`config.mk`:
```
export PLATFORM = sky130hd
export DESIGN_NAME = ternary_adder_arbiter
export DESIGN_NICKNAME = d
export VERILOG_FILES = /design/src/rtl/ternary_adder_arbiter.sv
export SDC_FILE = /design/constraint.sdc
export NUM_CORES = 1
export LEC_CHECK = 0
export BUFFER_PORTS_ARGS = -buffer_cell sky130_fd_sc_hd__clkbuf_2
export CORE_MARGIN = 5
export CORE_UTILIZATION = 45
export DETAILED_ROUTE_END_ITERATION = 10
export GPL_ROUTABILITY_DRIVEN = 0
export GPL_TIMING_DRIVEN = 1
export PLACE_DENSITY = 0.75
export SYNTH_ARGS = -nofsm -noshare
export SYNTH_HDL_FRONTEND = slang
export SYNTH_SLANG_ARGS = --single-unit
```
`constraint.sdc`:
```
create_clock -name clk -period 3.5 [get_ports clk]
set_input_delay 0.7 -clock clk [delete_from_list [all_inputs] [get_ports clk]]
set_output_delay 0.7 -clock clk [all_outputs]
set_load 0.02 [all_outputs]
```
`src/rtl/ternary_adder_arbiter.sv`:
```
// Round-robin arbiter sharing one signed ternary adder among numPorts requesters.
// Two-stage pipeline: grant/capture, then add into the output registers.
module ternary_adder_arbiter #(
    parameter int unsigned width    = 8,
    parameter int unsigned numPorts = 4,
    parameter int unsigned idWidth  = 2
) (
    input  logic                      clk,
    input  logic                      reset,
    input  logic [numPorts-1:0]       req_valid,
    output logic [numPorts-1:0]       req_ready,
    input  logic [numPorts*width-1:0] req_data_0,
    input  logic [numPorts*width-1:0] req_data_1,
    input  logic [numPorts*width-1:0] req_data_2,
    input  logic [numPorts*2-1:0]     req_mode,
    output logic                      rsp_valid,
    input  logic                      rsp_ready,
    output logic [width+1:0]          rsp_data,
    output logic [idWidth-1:0]        rsp_id
);

    logic [idWidth-1:0] last_q;
    logic [idWidth-1:0] cand;
    logic               found;
    logic               advance;
    logic               xfer;

    logic               s1_valid;
    logic [width-1:0]   s1_a;
    logic [width-1:0]   s1_b;
    logic [width-1:0]   s1_c;
    logic [1:0]         s1_mode;
    logic [idWidth-1:0] s1_id;

    logic [width+1:0]   a_ext;
    logic [width+1:0]   b_ext;
    logic [width+1:0]   c_ext;
    logic [width+1:0]   sum;

    // Search last+1, last+2, ... modulo numPorts; first valid port wins.
    always_comb begin
        int unsigned        idx;
        logic [idWidth-1:0] cidx;
        cand  = last_q;
        found = 1'b0;
        idx   = 0;
        cidx  = '0;
        for (int unsigned k = 1; k <= numPorts; k++) begin
            idx  = (32'(last_q) + k) % numPorts;
            cidx = idWidth'(idx);
            if (!found && req_valid[cidx]) begin
                found = 1'b1;
                cand  = cidx;
            end
        end
    end

    assign advance = !rsp_valid || rsp_ready;
    assign xfer    = found && advance;

    always_comb begin
        req_ready = '0;
        if (xfer) begin
            req_ready[cand] = 1'b1;
        end
    end

    always_ff @(posedge clk or posedge reset) begin
        if (reset) begin
            last_q   <= idWidth'(numPorts - 1);
            s1_valid <= 1'b0;
            s1_a     <= '0;
            s1_b     <= '0;
            s1_c     <= '0;
            s1_mode  <= '0;
            s1_id    <= '0;
        end else if (advance) begin
            s1_valid <= xfer;
            if (xfer) begin
                last_q  <= cand;
                s1_a    <= req_data_0[32'(cand)*width +: width];
                s1_b    <= req_data_1[32'(cand)*width +: width];
                s1_c    <= req_data_2[32'(cand)*width +: width];
                s1_mode <= req_mode[32'(cand)*2 +: 2];
                s1_id   <= cand;
            end
        end
    end

    // Two guard bits keep the three-operand sum exact.
    always_comb begin
        a_ext = {{2{s1_a[width-1]}}, s1_a};
        b_ext = {{2{s1_b[width-1]}}, s1_b};
        c_ext = {{2{s1_c[width-1]}}, s1_c};
        case (s1_mode)
            2'd0:    sum = a_ext + b_ext + c_ext;
            2'd1:    sum = a_ext + b_ext - c_ext;
            default: sum = a_ext - b_ext - c_ext;
        endcase
    end

    always_ff @(posedge clk or posedge reset) begin
        if (reset) begin
            rsp_valid <= 1'b0;
            rsp_data  <= '0;
            rsp_id    <= '0;
        end else if (advance) begin
            rsp_valid <= s1_valid;
            rsp_data  <= sum;
            rsp_id    <= s1_id;
        end
    end

endmodule

```
Word level (Yosys, flattened, before mapping) --
Index checks and enable logic that the tools add are counted.
Operators by class: reductions and logical operators 12, magnitude comparators 6, shift operators 4, eq/ne operators 1, $add $sub $neg 9, mux-type cells 20
Operator list (count):
- $shiftx 32x6->8 | 3
- $pmux 10 s2 | 1
- $sub 9x8->10 | 2
- $lt 2x3->1 const B | 5
- $add 9x8->10 | 1
- $add 8x8->9 | 1
- $mux 1 | 9
- $sub 8x8->9 | 1
- $bmux 1 s2 | 4
- $mux 2 | 4
- $shiftx 8x4->2 | 1
- $logic_and 1x1->1 | 5
- $add 2x1->2 const B | 2
- $add 2x2->2 const B | 2
- $logic_not 1->1 | 4
- $mux 4 | 1
- $demux 1 s2 | 1
- $eq 2x1->1 const B | 1
- $ge 2x1->1 const B | 1
- $logic_not 2->1 | 1
- $reduce_and 2->1 | 1
- $logic_or 1x1->1 | 1
Word-level totals: input bits 111, output and inout bits 17, word-level logic and storage cells 62, register bits after elaboration 44

Depth between registers and ports, before layout --
Gate-level depths: netlist of run 1.
depth after elaboration 18, gate-level depth with buffers 14, mapped depth without buffers 14

Least setup slack after synthesis of run 1 --
OpenSTA, ideal clock, no wires.
kind register to register, from register s1_b[0], to register rsp_data[9], stages on the path, launching flop included 15, clock period less this slack 3136 ps, setup slack 364 ps, data required time 3368 ps, library setup time 132 ps, arrival 3004 ps, path buffers 0, cell sequence dfrtp_1 -> ha_1 -> fa_1 -> a211oi_1 -> nor2_1 -> o21a_1 -> nor2_1 -> xnor2_1 -> ha_1 -> a21oi_1 -> nand2_1 -> o21ai_0 -> o21ai_0 -> a2111oi_2 -> nor3b_1
On the way: cells in the longest elaborated chain, start to end 3, elaborated cells between the ends (all ways) 6, those cells by class add/sub: 5; mux: 1
RTL lines:
- from (decl) | RTL line 30 | logic [width-1:0] s1_b;
- from (signal assigned) | RTL line 82 | s1_b <= req_data_1[32'(cand)*width +: width];
- $sub 8x8->9 or $add 8x8->9 (tied branches) | RTL line 98, 96, 97
- $sub 9x8->10, or another cell as far along | RTL line 98 | default: sum = a_ext - b_ext - c_ext;
- $pmux 10 s2 * | RTL line 95 | case (s1_mode)
- to (signal assigned) | RTL line 109 | rsp_data <= sum;
- to (decl) | RTL line 18 | output logic [width+1:0] rsp_data,
Every way passes the cells marked *; elsewhere a longest branch is shown, timed or not. A chain may end at the register's enable or synchronous reset.

Worst setup path in the final report of run 1 --
from register s1_a[1], to register rsp_data[8]
On the way: cells in the longest elaborated chain, start to end 3, elaborated cells between the ends (all ways) 6, those cells by class add/sub: 5; mux: 1
RTL lines:
- from (decl) | RTL line 29 | logic [width-1:0] s1_a;
- from (signal assigned) | RTL line 81 | s1_a <= req_data_0[32'(cand)*width +: width];
- $sub 8x8->9 or $add 8x8->9 (tied branches) | RTL line 98, 96, 97
- $sub 9x8->10, or another cell as far along | RTL line 98
- $pmux 10 s2 * | RTL line 95
Marks and branches as above.

==> results of run 1 <==
-- cells by family after synthesis --
| logic type | after synthesis |
|---|---|
| AOI/OAI and AO/OA | 128 |
| xor gates and xnor gates | 21 |
| adders and majority gates | 39 |
| buffers and inverters | 47 |
| DFF | 44 |
| muxes | 29 |
| and+or+nand+nor | 121 |
-- report_power, final --
part | internal [mW] | switching [mW] | leakage, nW | total (mW)
logic | 2.04 | 2.40 | 1.80 | 4.45
registers | 0.719 | 0.195 | 0.522 | 0.914
clock network | 0.214 | 0.173 | 0.0524 | 0.387
-- timing repair --
action | in CTS | in global routing
endpoints found under the setup margin | 0 | 3
hold endpoints to repair | 0 | 0
resized for setup | 0 | 5
setup buffers | 0 | 1
-- critical path, stage by stage, from the launching register on --
cell and delay [ns]:
dfrtp_1 0.48, ha_1 0.33, a21o_1 0.18, a21oi_1 0.24, nor2b_1 0.09, o21ai_1 0.17
nor2b_1 0.18, xnor2_1 0.13, ha_1 0.28, nor2b_1 0.16, a2111oi_0 0.47, or3_1 0.20
mux2i_1 0.22, a211oi_1 0.06
-- layout by cell type, fill, tap and decap left out, types with 7 or more instances in the layout --
master and count:
buf_4 17, a21o_1 7, nor2_1 27, nor2b_1 11, o21ai_0 27, a21oi_1 20, mux4_2 9, xnor2_1 13
a22oi_1 20, mux2i_1 16, ha_1 29, fa_1 9, nor3_1 7, dfrtp_1 42, xor2_1 8, clkbuf_2 127
inv_1 27, a2bb2oi_1 14, o21ai_1 8, nand2_1 49
-- worst max-delay path by stage --
stage               cells past startpoint                      end  slack, ns
CTS                                    14  rsp_data[9]$_DFFE_PP0N_       0.07
global route                           14  rsp_data[9]$_DFFE_PP0N_       0.03
global placement                       14  rsp_data[9]$_DFFE_PP0N_       0.20
detailed placement                     14  rsp_data[9]$_DFFE_PP0N_        0.1
floorplan                              14  rsp_data[9]$_DFFE_PP0N_       0.36
finish                                 13  rsp_data[8]$_DFFE_PP0N_       0.19
-- state kept, by name, summed over array words and instances, names as in the netlist --
name / flops
last_q: 2
rsp_data: 10
rsp_id: 2
rsp_valid: 1
s1_a: 8
s1_b: 8
s1_c: 8
s1_id: 2
s1_mode: 2
s1_valid: 1
-- area by class of cell --
type,count,area [µm²]
fillers,776,3780
well taps,108,135
clock buffers,7,76.3
multi-input cells,338,2600
repair buffers,144,763
clock inverters,1,30.0
inverters,28,105
flip-flops and latches,44,1100
-- per-stage QoR --
stage          util, %  cell area [µm²]  setup WS, ns  hold WS, ns  power (mW)
4_1_cts           55.9             4800        0.0668        0.469        5.65
2_1_floorplan        -             3890         0.364        0.435        4.24
3_5_place_dp      54.6             4690        0.0958        0.450        5.25
6_report          56.0             4810         0.192        0.465        5.75
3_3_place_gp      54.6             4690         0.200        0.442        5.04
5_1_grt           56.0             4810        0.0344        0.490        6.31
-- routing by layer --
metal / share of wire (%) / routed length [µm]
met3: 7.6 / 792
met2: 48 / 4980
met1: 42 / 4400
met5: 0 / 0
met4: 2.1 / 216
-- synth_stat cells (all sizes together) (3+ instances only) --
master | n | area share (%)
a2bb2oi | 14 | 3.1
nor3b | 3 | 0.71
a22oi | 20 | 3.9
xor2 | 8 | 1.8
xnor2 | 13 | 2.9
nor2b | 11 | 1.8
buf | 6 | 1.2
ha | 29 | 9.3
o21ai | 36 | 4.6
mux2 | 4 | 1.2
inv | 28 | 2.7
mux2i | 16 | 4.1
dfrtp | 42 | 27
a31oi | 4 | 0.64
o21a | 6 | 1.2
nand3 | 3 | 0.39
mux4 | 9 | 5.2
or3 | 4 | 0.64
nor2 | 27 | 2.6
a21o | 7 | 1.3
or2 | 3 | 0.48
a211oi | 6 | 1.2
a21oi | 21 | 2.7
nand2b | 5 | 0.80
clkbuf | 13 | 1.3
fa | 10 | 5.1
nor3 | 7 | 0.90
nand2 | 49 | 4.7
==> impl_metrics.toml, run 1 <==
[timing]
fin_crit_sh_pct = 94.5
worstMarginPinSlew_ns = 0.630
finalSetupViolations = 0
layout_min_cycle_time_ns = 3.31
clock_skew_ns = 0.00806
fmax_mhz = 302
slew_headroom_pct = 58.0
finalSetupTns_ns = 0
hold_viol = 0
drv_slew = 0
rsz0062_at_grt = "no"

[grt]
gr-usage-met1_pct = 26.8
grt_max_degree = 45
grt_pass1_vias = 3840
grt_pass1_wl_um = 17400
grt_usage_pct = 20.7
grt_overflow_total = 0
use_met2_pct = 34.6
use_met3_pct = 4.40
grt_antenna_before_repair = 0
busiest_layer = "met2"

[yosys]
ys_seq_area_share_pct = 28.3
synth_xor_area_share_pct = 4.72
synth-edff-count = 0
synthFlopType = "dfrtp_1"
synth_compound_area_share_pct = 22.3
synthDistinctLibCells = 54
synth_top_family_by_area = "compound AO/OA/AOI/OAI gates"
synthMuxAreaShare_pct = 10.5
synth.avg_cell_area_um2 = 9.08
ys_async_sr_fraction_pct = 100
synth-seq-cells = 44
synth_cells = 429
synth_nets = 579
ys.warnings.count = 0
yosys.area_share.adder_pct = 14.5
synthSimpleGateAreaFrac_pct = 14.6
synth_area_um2 = 3890

[routing]
drc_errors = 0
ant_nets = 0
vias = 3682
detail_route.vias_per_cell = 5.50
wl_um = 10400
wl_per_cell_um = 15.5
dr.first_iter.drc_count = 131
dr.pass1.iters = 4

[setup_path]
required_ns = 3.68
crit_arrival_ns = 3.49
r2r_setup_slack_ns = 0.19
cp-start-kind = "register"
crit_path_end_kind = "register"
crit_type = "reg -> reg"
timing.rr.end = "rsp_data[8]$_DFFE_PP0N_"
path_max_fanout = 6
rr_worst_depth = 13
crit_path_start = "s1_a[1]$_DFFE_PP0P_"
reg2reg_from = "s1_a[1]$_DFFE_PP0P_"

[clock_tree]
clk_pin_slew_worst_paths_ns = 0.08
cts_buffers = 5
clock_path_buffers = 2
htreeDepth = 2
cts_tree = "built"
clk_latency_ns = 0.30
clock-sinks = 44
cts.root.buffer_cell = "clkbuf_8"
ctsHoldBuffers = 0

[hold_path]
hold_class = "reg -> reg"
hold_path.startpoint = "s1_valid$_DFFE_PP0N_"
min_to = "rsp_valid$_DFFE_PP0N_"
hold_depth = 1

[finish]
drive_gt1_share_pct = 31.0
synthToLayoutAreaGrowth_pct = 23.6
stdcell_count = 670
n_antenna_cell = 0
fin_nets = 711

[power]
power_leakage_nw = 2.37
power.density_nw_per_um2 = 1190
max-vdd-ir-drop_mv = 0.437

[floorplanning]
die-area_um2 = 10600
ios = 128
die_h_um = 103
core_region_area_um2 = 8590
start_util_pct = 45.3
rows = 34
die_w_um = 103

[job]
maxCapViolCount = 0

[place]
placed_cells = 661
hpwl_um = 8810
portBuffers = 127

[run_status]
outcome = "complete, no violations"
No activity file was read; power rests on OpenSTA's default activity.
==> run 2: changes to the inputs <==
BUFFER_PORTS_ARGS = unset   (was -buffer_cell sky130_fd_sc_hd__clkbuf_2)
DONT_BUFFER_PORTS = 1   (was unset)
PLACE_DENSITY = 0.63   (was 0.75)
==> impl_metrics.toml, run 2 (synthesis results as in run 1) <==
[setup_path]
timing.rr.end = "rsp_data[8]$_DFFE_PP0N_"
r2r_setup_slack_ns = 0.26
rr_worst_depth = 13
crit_type = "reg -> reg"
path_max_fanout = 6
reg2reg_from = "s1_a[1]$_DFFE_PP0P_"
cp-start-kind = "register"
crit_path_end_kind = "register"
required_ns = 3.70
crit_arrival_ns = 3.44

[routing]
vias = 3172
drc_errors = 0
detail_route.vias_per_cell = 5.86
wl_per_cell_um = 18.2
wl_um = 9860
dr.pass1.iters = 4
dr.first_iter.drc_count = 127
ant_nets = 0

[grt]
grt_overflow_total = 0
grt_antenna_before_repair = 0
grt_usage_pct = 19.3
grt_pass1_vias = 3298
grt_max_degree = 45
grt_pass1_wl_um = 16100

[clock_tree]
ctsResizeCount = 0
clk_pin_slew_worst_paths_ns = 0.09
clock_path_buffers = 2
ctsHoldBuffers = 0
cts.root.buffer_cell = "clkbuf_8"
cts_buffers = 5
cts_tree = "built"
clock-sinks = 44
postCtsSetupBuffers = 0
clk_latency_ns = 0.31
htreeDepth = 2

[hold_path]
hold_class = "in -> async"

[timing]
layout_min_cycle_time_ns = 3.24
slew_headroom_pct = 57.9
rsz0062_at_grt = "no"
drv_slew = 0
setup_ws_ns = 0.257
worstMarginPinSlew_ns = 0.631
hold_viol = 0
finalSetupViolations = 0
finalSetupTns_ns = 0
fin_crit_sh_pct = 92.7
clock_skew_ns = 0.0103
fmax_mhz = 308

[finish]
drive_gt1_share_pct = 11.1
n_antenna_cell = 0
synthToLayoutAreaGrowth_pct = 7.39
fin_nets = 582
num-fill-cells = 815
final_cell_mix = "49 x nand2_1, 42 x dfrtp_1, 29 x ha_1, 28 x o21ai_0"
final_common_cell = "nand2_1"
design_area_um2 = 4180
largest-register = "rsp_data"
final_core_util_pct = 48.7
largest_register_ff_count = 10

[power]
max-vdd-ir-drop_mv = 0.526
power_leakage_nw = 1.85
power.density_nw_per_um2 = 1330

[floorplanning]
die-area_um2 = 10600
die_h_um = 103
core_region_area_um2 = 8590
rows = 34
start_util_pct = 45.3
die_w_um = 103
ios = 128

[place]
portBuffers = 0
hpwl_um = 8160
place_ws_ns = 0.107
placed_cell_area_um2 = 4050

[job]
maxCapViolCount = 0

[run_status]
outcome = "complete, no violations"
## run 2: worst max-delay path by stage
| stage | start | to | slack, ns | cells after the start |
|---|---|---|---|---|
| 6_report | s1_a[1]$_DFFE_PP0P_ | rsp_data[8]$_DFFE_PP0N_ | 0.26 | 13 |
| 3_5_place_dp | s1_b[0]$_DFFE_PP0P_ | rsp_data[9]$_DFFE_PP0N_ | 0.11 | 14 |
| 5_1_grt | s1_a[1]$_DFFE_PP0P_ | rsp_data[8]$_DFFE_PP0N_ | 0.009 | 13 |
| 2_1_floorplan | s1_b[0]$_DFFE_PP0P_ | rsp_data[9]$_DFFE_PP0N_ | 0.36 | 14 |
| 4_1_cts | s1_b[0]$_DFFE_PP0P_ | rsp_data[9]$_DFFE_PP0N_ | 0.08 | 14 |
| 3_3_place_gp | s1_b[0]$_DFFE_PP0P_ | rsp_data[9]$_DFFE_PP0N_ | 0.18 | 14 |
## run 2: per-layer routing
| layer | up-vias | share of wire [%] | GRT usage (%) |
|---|---|---|---|
| li1 | 1557 | - | - |
| met1 | 1492 | 45 | 25.5 |
| met2 | 111 | 46 | 31.0 |
| met3 | 12 | 8.0 | 5.62 |
| met4 | 0 | 1.4 | 5.18 |
| met5 | - | 0 | 0 |
## run 2: layout make-up
type,instances,area (µm²),share of cell area [%]
multi-input cells,338,2610,62.3
flip-flops and latches,44,1100,26.4
inverters,28,105,2.51
clock buffers,6,82.6,1.97
clock inverters,2,38.8,0.927
repair buffers,15,113,2.69
well taps,108,135,3.23
## run 2: report_power, final
group | internal (mW) | switching [mW] | leakage [nW] | total [mW]
Sequential | 0.718 | 0.290 | 0.522 | 1.01
Clock | 0.234 | 0.191 | 0.0614 | 0.424
Combinational | 1.92 | 2.21 | 1.26 | 4.13
Total | 2.87 | 2.69 | 1.85 | 5.56
## run 2: through the flow
step,instances,hold WS (ns),total power [mW]
2_1_floorplan,429,0.435,4.24
3_3_place_gp,533,0.446,4.95
3_5_place_dp,533,0.448,5.05
4_1_cts,541,0.429,5.51
5_1_grt,541,0.455,6.11
6_report,541,0.404,5.56
## run 2: worst max-delay path, cell delays in order, from the launching register on
cell	delay, ns
dfrtp_1	0.47
ha_1	0.33
a21o_1	0.18
a21oi_1	0.22
nor2b_1	0.07
o21ai_0	0.23
nor2b_1	0.21
xnor2_1	0.14
ha_1	0.28
nor2b_1	0.16
a2111oi_0	0.39
or3_1	0.19
mux2i_1	0.20
a211oi_1	0.06
